**config.mk**
```make
export PLATFORM = sky130hd
export DESIGN_NAME = conv_window_ctrl_flat
export DESIGN_NICKNAME = d
export VERILOG_FILES = /design/src/rtl/conv_pkg.sv /design/src/rtl/conv_window_ctrl_if.sv /design/src/rtl/conv_tap_addr.sv /design/src/rtl/conv_window_ctrl.sv /design/src/flat_wrapper.sv
export SDC_FILE = /design/constraint.sdc
export NUM_CORES = 1
export LEC_CHECK = 0
export BUFFER_PORTS_ARGS = -buffer_cell sky130_fd_sc_hd__buf_2
export CORE_MARGIN = 2
export CORE_UTILIZATION = 30
export DETAILED_ROUTE_END_ITERATION = 10
export GPL_TIMING_DRIVEN = 1
export MAX_ROUTING_LAYER = met4
export PLACE_DENSITY = 0.56
export SKIP_LAST_GASP = 1
export SYNTH_ARGS = -nofsm -noshare
export SYNTH_HDL_FRONTEND = slang
export SYNTH_SLANG_ARGS = --single-unit
```
**constraint.sdc**
```tcl
create_clock -name i_clk -period 7.9 [get_ports i_clk]
set_input_delay 1.185 -clock i_clk [delete_from_list [all_inputs] [get_ports i_clk]]
set_output_delay 1.185 -clock i_clk [all_outputs]
set_load 0.01 [all_outputs]
```
**src/rtl/conv_pkg.sv**
```systemverilog
// conv_pkg: shared state encoding and 3x3 tap geometry for the convolution window sequencer
package conv_pkg;
  localparam int NUM_TAPS = 9;
  localparam int TAP_C = 4;
  localparam int TAP_DR [NUM_TAPS] = '{-1, -1, -1, 0, 0, 0, 1, 1, 1};
  localparam int TAP_DC [NUM_TAPS] = '{-1, 0, 1, -1, 0, 1, -1, 0, 1};
  typedef logic [2:0] state_t;
  localparam state_t S_IDLE   = 3'd0;
  localparam state_t S_READ   = 3'd1;
  localparam state_t S_WAIT   = 3'd2;
  localparam state_t S_WRITE  = 3'd3;
  localparam state_t S_UPDATE = 3'd4;
  localparam state_t S_FINISH = 3'd5;
endpackage

```
**src/rtl/conv_window_ctrl_if.sv**
```systemverilog
// conv_window_ctrl_if: command/RAM handshake bundle; master drives commands, slave is the sequencer
interface conv_window_ctrl_if #(
  parameter int NUM_CH = 3,
  parameter int ADDR_W = 12
);
  import conv_pkg::*;
  logic                              i_start;
  logic                              i_opcode;
  logic                              i_stride2;
  logic                              i_validRam;
  logic [NUM_CH*NUM_TAPS*ADDR_W-1:0] o_addrRead;
  logic [NUM_TAPS-1:0]               o_tapValid;
  logic                              o_startRam;
  logic                              o_selRamD0;
  logic [NUM_CH*ADDR_W-1:0]          o_addrWrite;
  logic                              o_wrEnable;
  logic                              o_busy;
  logic                              o_finish;
  logic [ADDR_W-1:0]                 o_localAddr;
  modport master (
    output i_start, i_opcode, i_stride2, i_validRam,
    input  o_addrRead, o_tapValid, o_startRam, o_selRamD0, o_addrWrite,
           o_wrEnable, o_busy, o_finish, o_localAddr
  );
  modport slave (
    input  i_start, i_opcode, i_stride2, i_validRam,
    output o_addrRead, o_tapValid, o_startRam, o_selRamD0, o_addrWrite,
           o_wrEnable, o_busy, o_finish, o_localAddr
  );
endinterface

```
**src/rtl/conv_tap_addr.sv**
```systemverilog
// conv_tap_addr: (row, col) -> nine 3x3 tap addresses with zero-pad mask; off-image taps point at the centre
module conv_tap_addr
  import conv_pkg::*;
#(
  parameter int IMG_W  = 64,
  parameter int IMG_H  = 64,
  parameter int ADDR_W = 12,
  parameter int RW     = $clog2(IMG_H) + 1,
  parameter int CW     = $clog2(IMG_W) + 1
) (
  input  logic [RW-1:0]                i_row,
  input  logic [CW-1:0]                i_col,
  output logic [NUM_TAPS*ADDR_W-1:0]   o_addr,
  output logic [NUM_TAPS-1:0]          o_valid
);
  logic [ADDR_W-1:0] w_centre;
  assign w_centre = ADDR_W'(int'(i_row) * IMG_W + int'(i_col));
  for (genvar k = 0; k < NUM_TAPS; k++) begin : g_tap
    int w_r, w_c;
    assign w_r = int'(i_row) + TAP_DR[k];
    assign w_c = int'(i_col) + TAP_DC[k];
    assign o_valid[k] = (w_r >= 0) && (w_r < IMG_H) && (w_c >= 0) && (w_c < IMG_W);
    assign o_addr[k*ADDR_W +: ADDR_W] = o_valid[k] ? ADDR_W'(w_r * IMG_W + w_c) : w_centre;
  end
endmodule

```
**src/rtl/conv_window_ctrl.sv**
```systemverilog
// conv_window_ctrl: walks the feature map with stride 1/2, issuing a 9-tap read then one write per output pixel
module conv_window_ctrl
  import conv_pkg::*;
#(
  parameter int IMG_W  = 64,
  parameter int IMG_H  = 64,
  parameter int NUM_CH = 3,
  parameter int ADDR_W = 12
) (
  input logic             i_clk,
  input logic             i_reset,
  conv_window_ctrl_if.slave bus
);
  localparam int RW = $clog2(IMG_H) + 1;
  localparam int CW = $clog2(IMG_W) + 1;
  state_t                     r_state;
  logic [RW-1:0]              r_row;
  logic [CW-1:0]              r_col;
  logic [ADDR_W-1:0]          r_idx;
  logic                       r_op;
  logic                       r_s2;
  logic [1:0]                 w_step;
  logic [RW-1:0]              w_row_nxt;
  logic [CW-1:0]              w_col_nxt;
  logic                       w_col_wrap;
  logic                       w_row_end;
  logic                       w_act;
  logic [NUM_TAPS*ADDR_W-1:0] w_taps;
  logic [NUM_TAPS-1:0]        w_mask;
  conv_tap_addr #(.IMG_W(IMG_W), .IMG_H(IMG_H), .ADDR_W(ADDR_W), .RW(RW), .CW(CW)) u_tap (
    .i_row  (r_row),
    .i_col  (r_col),
    .o_addr (w_taps),
    .o_valid(w_mask)
  );
  assign w_step     = r_s2 ? 2'd2 : 2'd1;
  assign w_col_nxt  = r_col + CW'(w_step);
  assign w_row_nxt  = r_row + RW'(w_step);
  assign w_col_wrap = w_col_nxt >= CW'(IMG_W);
  assign w_row_end  = w_row_nxt >= RW'(IMG_H);
  always_ff @(posedge i_clk or negedge i_reset) begin
    if (!i_reset) begin
      r_state <= S_IDLE;
      r_row   <= '0;
      r_col   <= '0;
      r_idx   <= '0;
      r_op    <= 1'b0;
      r_s2    <= 1'b0;
    end else begin
      case (r_state)
        S_IDLE: if (bus.i_start) begin
          r_state <= S_READ;
          r_op    <= bus.i_opcode;
          r_s2    <= bus.i_stride2;
          r_row   <= '0;
          r_col   <= '0;
          r_idx   <= '0;
        end
        S_READ:   r_state <= S_WAIT;
        S_WAIT:   if (bus.i_validRam) r_state <= S_WRITE;
        S_WRITE:  r_state <= S_UPDATE;
        S_UPDATE: begin
          r_idx   <= r_idx + ADDR_W'(1);
          r_col   <= w_col_wrap ? '0 : w_col_nxt;
          if (w_col_wrap) r_row <= w_row_nxt;
          r_state <= (w_col_wrap && w_row_end) ? S_FINISH : S_READ;
        end
        default:  r_state <= S_IDLE;
      endcase
    end
  end
  // addresses are only presented while a pixel is in flight; IDLE and FINISH drive zeros
  assign w_act           = (r_state == S_READ) || (r_state == S_WAIT) || (r_state == S_WRITE) || (r_state == S_UPDATE);
  assign bus.o_addrRead  = w_act ? {NUM_CH{w_taps}} : '0;
  assign bus.o_tapValid  = w_act ? w_mask : '0;
  assign bus.o_localAddr = w_act ? w_taps[TAP_C*ADDR_W +: ADDR_W] : '0;
  assign bus.o_addrWrite = w_act ? {NUM_CH{r_idx}} : '0;
  assign bus.o_startRam  = r_state == S_READ;
  assign bus.o_wrEnable  = r_state == S_WRITE;
  assign bus.o_finish    = r_state == S_FINISH;
  assign bus.o_busy      = r_state != S_IDLE;
  assign bus.o_selRamD0  = r_op;
endmodule

```
**src/flat_wrapper.sv**
```systemverilog
// flat-port wrapper written by rule: the top's interface ports become plain ports
module conv_window_ctrl_flat import conv_pkg::*;
#(
  parameter int IMG_W  = 64,
  parameter int IMG_H  = 64,
  parameter int NUM_CH = 3,
  parameter int ADDR_W = 12
)
  (i_clk, i_reset, bus_i_start, bus_i_opcode, bus_i_stride2, bus_i_validRam, bus_o_addrRead, bus_o_tapValid, bus_o_startRam, bus_o_selRamD0, bus_o_addrWrite, bus_o_wrEnable, bus_o_busy, bus_o_finish, bus_o_localAddr);
  conv_window_ctrl_if #(.NUM_CH(NUM_CH), .ADDR_W(ADDR_W)) bus_i ();
  input logic i_clk;
  input logic i_reset;
  input wire logic [$bits(bus_i.i_start)-1:0] bus_i_start;
  input wire logic [$bits(bus_i.i_opcode)-1:0] bus_i_opcode;
  input wire logic [$bits(bus_i.i_stride2)-1:0] bus_i_stride2;
  input wire logic [$bits(bus_i.i_validRam)-1:0] bus_i_validRam;
  output wire logic [$bits(bus_i.o_addrRead)-1:0] bus_o_addrRead;
  output wire logic [$bits(bus_i.o_tapValid)-1:0] bus_o_tapValid;
  output wire logic [$bits(bus_i.o_startRam)-1:0] bus_o_startRam;
  output wire logic [$bits(bus_i.o_selRamD0)-1:0] bus_o_selRamD0;
  output wire logic [$bits(bus_i.o_addrWrite)-1:0] bus_o_addrWrite;
  output wire logic [$bits(bus_i.o_wrEnable)-1:0] bus_o_wrEnable;
  output wire logic [$bits(bus_i.o_busy)-1:0] bus_o_busy;
  output wire logic [$bits(bus_i.o_finish)-1:0] bus_o_finish;
  output wire logic [$bits(bus_i.o_localAddr)-1:0] bus_o_localAddr;
  assign bus_i.i_start = bus_i_start;
  assign bus_i.i_opcode = bus_i_opcode;
  assign bus_i.i_stride2 = bus_i_stride2;
  assign bus_i.i_validRam = bus_i_validRam;
  assign bus_o_addrRead = bus_i.o_addrRead;
  assign bus_o_tapValid = bus_i.o_tapValid;
  assign bus_o_startRam = bus_i.o_startRam;
  assign bus_o_selRamD0 = bus_i.o_selRamD0;
  assign bus_o_addrWrite = bus_i.o_addrWrite;
  assign bus_o_wrEnable = bus_i.o_wrEnable;
  assign bus_o_busy = bus_i.o_busy;
  assign bus_o_finish = bus_i.o_finish;
  assign bus_o_localAddr = bus_i.o_localAddr;
  conv_window_ctrl #(.IMG_W(IMG_W), .IMG_H(IMG_H), .NUM_CH(NUM_CH), .ADDR_W(ADDR_W)) u_core (.i_clk(i_clk), .i_reset(i_reset), .bus(bus_i));
endmodule
```
---- Word-level counts from Yosys, hierarchy flattened ----
Cells that the tools add are included.
operators by class
  order comparisons ....................... 14
  $add $sub $neg .......................... 16
  muxes and demuxes ....................... 24
  equal/unequal tests ..................... 8
  reduce and logical (&&, ||, !) cells .... 32
operators by type and width
  operator                                                            count
  two-way mux 324 bit                                                 1
  two-way mux 12 bit                                                  10
  adder 12 x 8 -> 12 bit                                              3
  adder 12 x 9 -> 12 bit                                              3
  two-way mux 36 bit                                                  1
  case mux 7 bit (2 select lines)                                     2
  adder 12 bit                                                        2
  case mux 12 bit (2 select lines)                                    1
  logical AND 1 bit                                                   22
  two-way mux 7 bit                                                   3
  adder 8 x 1 -> 9 bit (second input constant)                        2
  greater-or-equal comparator 9 x 1 -> 1 bit (second input constant)  2
  < comparator 9 x 8 -> 1 bit (second input constant)                 2
  adder 7 x 1 -> 8 bit (second input constant)                        2
  greater-or-equal comparator 8 x 1 -> 1 bit (second input constant)  2
  < comparator 8 x 7 -> 1 bit (second input constant)                 2
  case mux 3 bit (5 select lines)                                     1
  adder 7 x 2 -> 7 bit                                                2
  greater-or-equal comparator 7 x 1 -> 1 bit (second input constant)  2
  greater-or-equal comparator 7 bit (second input constant)           2
  < comparator 7 bit (second input constant)                          2
  adder 12 x 1 -> 12 bit (second input constant)                      1
  adder 12 x 7 -> 12 bit                                              1
  two-way mux 3 bit                                                   3
  other kinds (13)                                                    20
word-level totals
  flip-flop bits (word level) ............. 31
  word-level logic and storage cells ...... 100
  output and inout bits ................... 386

---- Longest topological paths before layout ----
  depth after elaboration ................. 7
  depth in mapped cells ................... 14
  mapped depth without buffers ............ 12

---- Modules after synthesis ----
Synthesis repeated with hierarchy kept, for this count alone.
second synthesis, totals
  cells, all modules ...................... 959
  area total of the unflattened synthesis .. 7225.7 sq um
modules (own cells, without submodules)
  module            cells each  times used  area each (sq um)  seq. area each (sq um)
  conv_window_ctrl  566         1           4466.8             775.7
  conv_tap_addr     393         1           2758.9             0.0

---- Worst setup path before layout ----
No wires, ideal clock.
  kind .................................... register to output
  from .................................... reg u_core.r_col[0]
  to ...................................... out bus_o_addrRead[191]
  cell stages (with the launch flop) ...... 14
  arrival ................................. 3.206 ns
  buffers on the path ..................... 2
  path slack .............................. 3.509 ns
  cell sequence ........................... dfrtp_1 -> buf_2 -> inv_1 -> ha_1 -> nor3b_2 -> a21oi_1 -> nand2b_1 -> ha_1 -> a21oi_1 -> o21ai_0 -> mux2i_1 -> xnor2_1 -> a22oi_1 -> buf_4
between the ends
  longest elaborated chain between the ends .. 6
  elaborated cells on any way between the ends .. 9
ends and longest elaborated chain
  element                                     line                    RTL
  start, declared                             conv_window_ctrl.sv:18  logic [CW-1:0] r_col;
  start signal, assigned                      conv_window_ctrl.sv:64  r_col <= w_col_wrap ? '0 : w_col_nxt;
  adder 8 x 1 -> 9 bit                        conv_tap_addr.sv:21     assign w_c = int'(i_col) + TAP_DC[k];
  greater-or-equal comparator 9 x 1 -> 1 bit  conv_tap_addr.sv:22     assign o_valid[k] = (w_r >= 0) && (w_r < IMG_H) && (w_c >= 0) && (w_c < IMG_W);
  logical AND 1 bit (2 in a row)              conv_tap_addr.sv:22
  two-way mux 12 bit *                        conv_tap_addr.sv:23     assign o_addr[k*ADDR_W +: ADDR_W] = o_valid[k] ? ADDR_W'(w_r * IMG_W + w_c) : w_centre;
  two-way mux 324 bit *                       conv_window_ctrl.sv:74  assign bus.o_addrRead = w_act ? {NUM_CH{w_taps}} : '0;
  end, declared                               flat_wrapper.sv:17      output wire logic [$bits(bus_i.o_addrRead)-1:0] bus_o_addrRead;
Every way passes the cells marked *; elsewhere a longest branch is shown, timed or not.

---- Worst setup path after layout ----
  from .................................... reg u_core.r_col[0]
  to ...................................... out bus_o_addrRead[226]
Same word-level chain as after synthesis.

==> flow_results.org <==
** Worst hold path
- Class of the tightest hold or removal check :: reg2reg
- The worst hold path begins at u_core.bus.o_selRamD0$_DFFE_PN0P_.
- Counting instances, the worst hold path has a depth of 2.
- The worst hold path terminates at u_core.bus.o_selRamD0$_DFFE_PN0P_.

** Synthesis
- Number of flip-flops and latches in the synthesized netlist :: 31
- Average footprint of a synthesized cell :: 7.37 um^2
- Yosys mapped a number of flops with a built-in enable equal to 0.
- Synthesized area :: 6530 um^2
- Cell variety after synth :: 61
- The Yosys step of the flow raised 0 warnings.
- For this run, the leading register cell type out of synthesis is sky130_fd_sc_hd__dfrtp_1.
- Synth Net Count :: 930
- Share of synthesized registers carrying an async set or reset :: 100%
- Sequential elements use 11.9% of the synthesized area.
- Synthesized netlist cell count :: 886

** Cells and area
- NumNets Final :: 1031
- In the layout the commonest cells are sky130_fd_sc_hd__buf_2 (391), sky130_fd_sc_hd__nand2_1 (78), sky130_fd_sc_hd__nor2_1 (71), sky130_fd_sc_hd__xor2_1 (46), sky130_fd_sc_hd__xnor2_1 (37).
- Leading cell type in the layout, fill and taps excluded :: sky130_fd_sc_hd__buf_2
- Number of standard cells in the layout, taps in and fillers out :: 1262
- Layout overhead on the synthesized area :: 4.79%
- Share of final-layout standard cells stronger than drive strength 1 :: 42.4%

** Worst setup path
- The signal on the critical path passes through inv_1, ha_1, nor3b_2, a21oi_1, nor4_4, nand2_1, a22oi_1, buf_2.
- Terminus of the critical flop-to-flop path :: u_core.r_row[3]$_DFFE_PN0P_
- The slowest stage of the critical path is the sky130_fd_sc_hd__nor4_4 cell.
- STA classifies the critical path startpoint as a register.
- Arrival @ worst endpoint :: 4.02 ns
- STA classifies the critical path endpoint as an output pin.
- Critical path fanouts, max :: 13
- For the worst flop-to-flop path, the logic depth is 9.
- The worst register-to-register path has a setup slack of 4.67 ns.
- The startpoint identified for the worst register-to-register timing path is u_core.r_col[0]$_DFFE_PN0P_.
- Largest incremental delay on the critical path :: 0.81 ns
- Required @ worst endpoint :: 6.71 ns
- Critical path type :: reg2out

** STA
- Setup repair after global routing left no endpoint under its margin.
- Setup violations remaining at the end of the flow were counted as 0.
- Tcrit/Tclk final :: 65.8%
- In this run the tightest slew margin relative to its limit is 34.5%.
- Slew at the pin with the worst max-slew slack :: 0.977 ns
- Post-route minimum period :: 5.20 ns
- The count of endpoints failing hold in the final timing report came to 0.
- Sum Neg Setup Slack :: 0 ns
- Minimum hold slack :: 0.478 ns
- Max Freq :: 192 MHz
- Final-report max-slew violation count :: 0
- Layout Skew :: 0.00347 ns

** Global route
- Global routing consumed, on the met1 layer, 22.7% of the routing resources.
- Grt ovf :: 0
- The initial antenna violation count came to 1.
- The first global-routing pass estimated 30.3 mm of wire.
- Entering global routing, the biggest net connects 46 pins.
- GR peak layer :: met2
- Number of global-route vias before repair :: 5165
- Met2 global-route usage :: 30.1%
- Global-route usage over all layers :: 17.8%
- Global routing used 1.92% of the available met3 tracks.

** Drt
- After detailed routing, the number of remaining DRC violations is 0.
- DR WL/cell :: 17.4 um
- Detail-routed via count per cell :: 4.76
- First drt pass iteration count :: 4
- In this run the remaining antenna-violating nets after routing total 0.
- Summed over all layers, the routed wires come to 22.0 mm.
- Drt initial violations :: 273
- Across all layers, the routed design uses 6013 vias.

** Clock network
- Buffer type at the clock tree root :: sky130_fd_sc_hd__clkbuf_16
- In this run, post-CTS repair resized a total of 0 instances.
- For this design, the CTS-stage hold fixing added 0 buffers.
- TritonCTS clock tree :: yes
- H-tree depth :: 2
- Counting the buffers created by CTS gives 5.
- The later pin in the worst-skew pair is clocked with a latency of 0.27 ns.
- Clk buf depth :: 2
- Number of sinks driven by the clock tree :: 31
- After clock tree synthesis, the clock-pin slew on the worst setup and hold paths is 0.05 ns.
- Total setup buffers inserted after CTS :: 0

** Outcome
- Status :: finished clean

** Placement
- Summed over all nets, the half-perimeter wirelength after detailed placement is 17.8 mm.
- Cell count after placement :: 1255
- Total of buffers placed on input and output ports :: 391
- At the end of routability-driven placement, the weighted congestion stood at 0.868.

** Power
- Summed over all nets, the switching power comes to 1100 uW.
- The worst-case IR drop observed on VDD is 0.000156 V.
- Of the total power, the clock network draws 9.2%.
- In this run switching power makes up 56.6% of total power.
- In this run the static leakage power is 0.00433 uW.
- Power share of the sequential group :: 12.3%
- Comb pwr share :: 78.6%
- Cell internal power dissipation :: 845 uW
- Tot Pwr :: 1950 uW
- Total power per unit cell area :: 285 nW/um^2

** Floorplanning
- Die height :: 152 um
- Die Footprint :: 23000 um^2
- For this design the top-level I/O count stands at 392.
- Row generation in the floorplan step produced 53 rows.
- Overall die width :: 152 um
- The initial utilization of the core area, before any placement, comes to 30.8%.
- Total core area :: 21200 um^2

** Run
- The tool flagged a number of max-cap violations equal to 0.
sequential cells by signal, indices dropped and copies added, names as in the netlist:
signal	count
u_core.r_col	7
u_core.r_row	7
u_core.r_state	3
u_core.bus.o_selRamD0	1
u_core.r_s2	1
u_core.r_idx	12
through the flow:
step | setup WS (ns) | cell area [um^2] | utilization [%]
after global routing | 2.39 | 6850 | 32.3
after floorplan | 3.51 | 6530 | -
after CTS | 2.69 | 6840 | 32.2
after detailed placement | 3.00 | 6710 | 31.6
after global placement | 3.05 | 6710 | 31.6
final | 2.70 | 6850 | 32.3
cells in the mapped netlist (all sizes together), types with 10 or more instances:
cell | n | area, um^2
a21oi | 36 | 184
a22oi | 34 | 255
and3 | 22 | 138
buf | 285 | 2100
clkbuf | 16 | 60.1
dfrtp | 31 | 776
ha | 33 | 413
inv | 36 | 135
nand2 | 81 | 309
nand3 | 14 | 70.1
nand4 | 10 | 62.6
nor2 | 72 | 278
nor3 | 14 | 80.1
o21ai | 30 | 150
xnor2 | 37 | 324
xor2 | 46 | 403
area by class of cell:
cell class	instances	area, um^2
Tap cell	275	344
Multi-Input combinational cell	518	3470
Timing Repair Buffer	395	1990
Antenna cell	1	2.50
Fill cell	2359	14400
Inverter	36	135
Sequential cell	31	776
Clock buffer	6	129
kinds of logic (layout without fill, tap and decap cells):
family | Yosys count | in the layout | synth area share (%)
AO/OA/AOI/OAI | 138 | 138 | 14.1
other | 0 | 1 | 0
adder cells (fa/ha/maj) | 38 | 38 | 7.85
XOR/XNOR | 83 | 83 | 11.1
flip-flops | 31 | 31 | 11.9
buffers and inverters | 337 | 437 | 35.1
multiplexers | 7 | 7 | 1.07
AND/OR/NAND/NOR | 252 | 252 | 18.9
critical path: cells and delay by family, from the launching register on:
kind            cells  cell delay (ns)
compound gates      2             0.75
simple gates        3             1.70
flops               1             0.59
buf+inv             2             0.45
fa+ha+maj           1             0.25
layer usage:
layer	vias up	wire length, um
met5	-	0
met4	0	430
met3	20	1050
met2	235	10900
met1	2872	9560
li1	2886	-
power by group through the flow:
stage / Combinational (uW) / Clock (uW) / Sequential (uW)
2_1_floorplan: 1270 / 0 / 205
3_3_place_gp: 1530 / 0 / 241
3_5_place_dp: 1540 / 0 / 241
4_1_cts: 1540 / 182 / 239
5_1_grt: 1690 / 189 / 247
6_report: 1530 / 178 / 240
worst max-delay path by stage:
stage                                      startpoint                   to  slack [ns]  cells after the start
after floorplan           u_core.r_col[0]$_DFFE_PN0P_  bus_o_addrRead[191]        3.51                     13
after global placement    u_core.r_col[0]$_DFFE_PN0P_  bus_o_addrRead[226]        3.05                      8
after global routing      u_core.r_col[0]$_DFFE_PN0P_   bus_o_addrRead[82]        2.39                     13
final                     u_core.r_col[0]$_DFFE_PN0P_  bus_o_addrRead[226]        2.70                      8
after CTS                 u_core.r_col[0]$_DFFE_PN0P_  bus_o_addrRead[226]        2.69                      8
after detailed placement  u_core.r_col[0]$_DFFE_PN0P_  bus_o_addrRead[226]        3.00                      8
(Power assumes the default switching activity.)
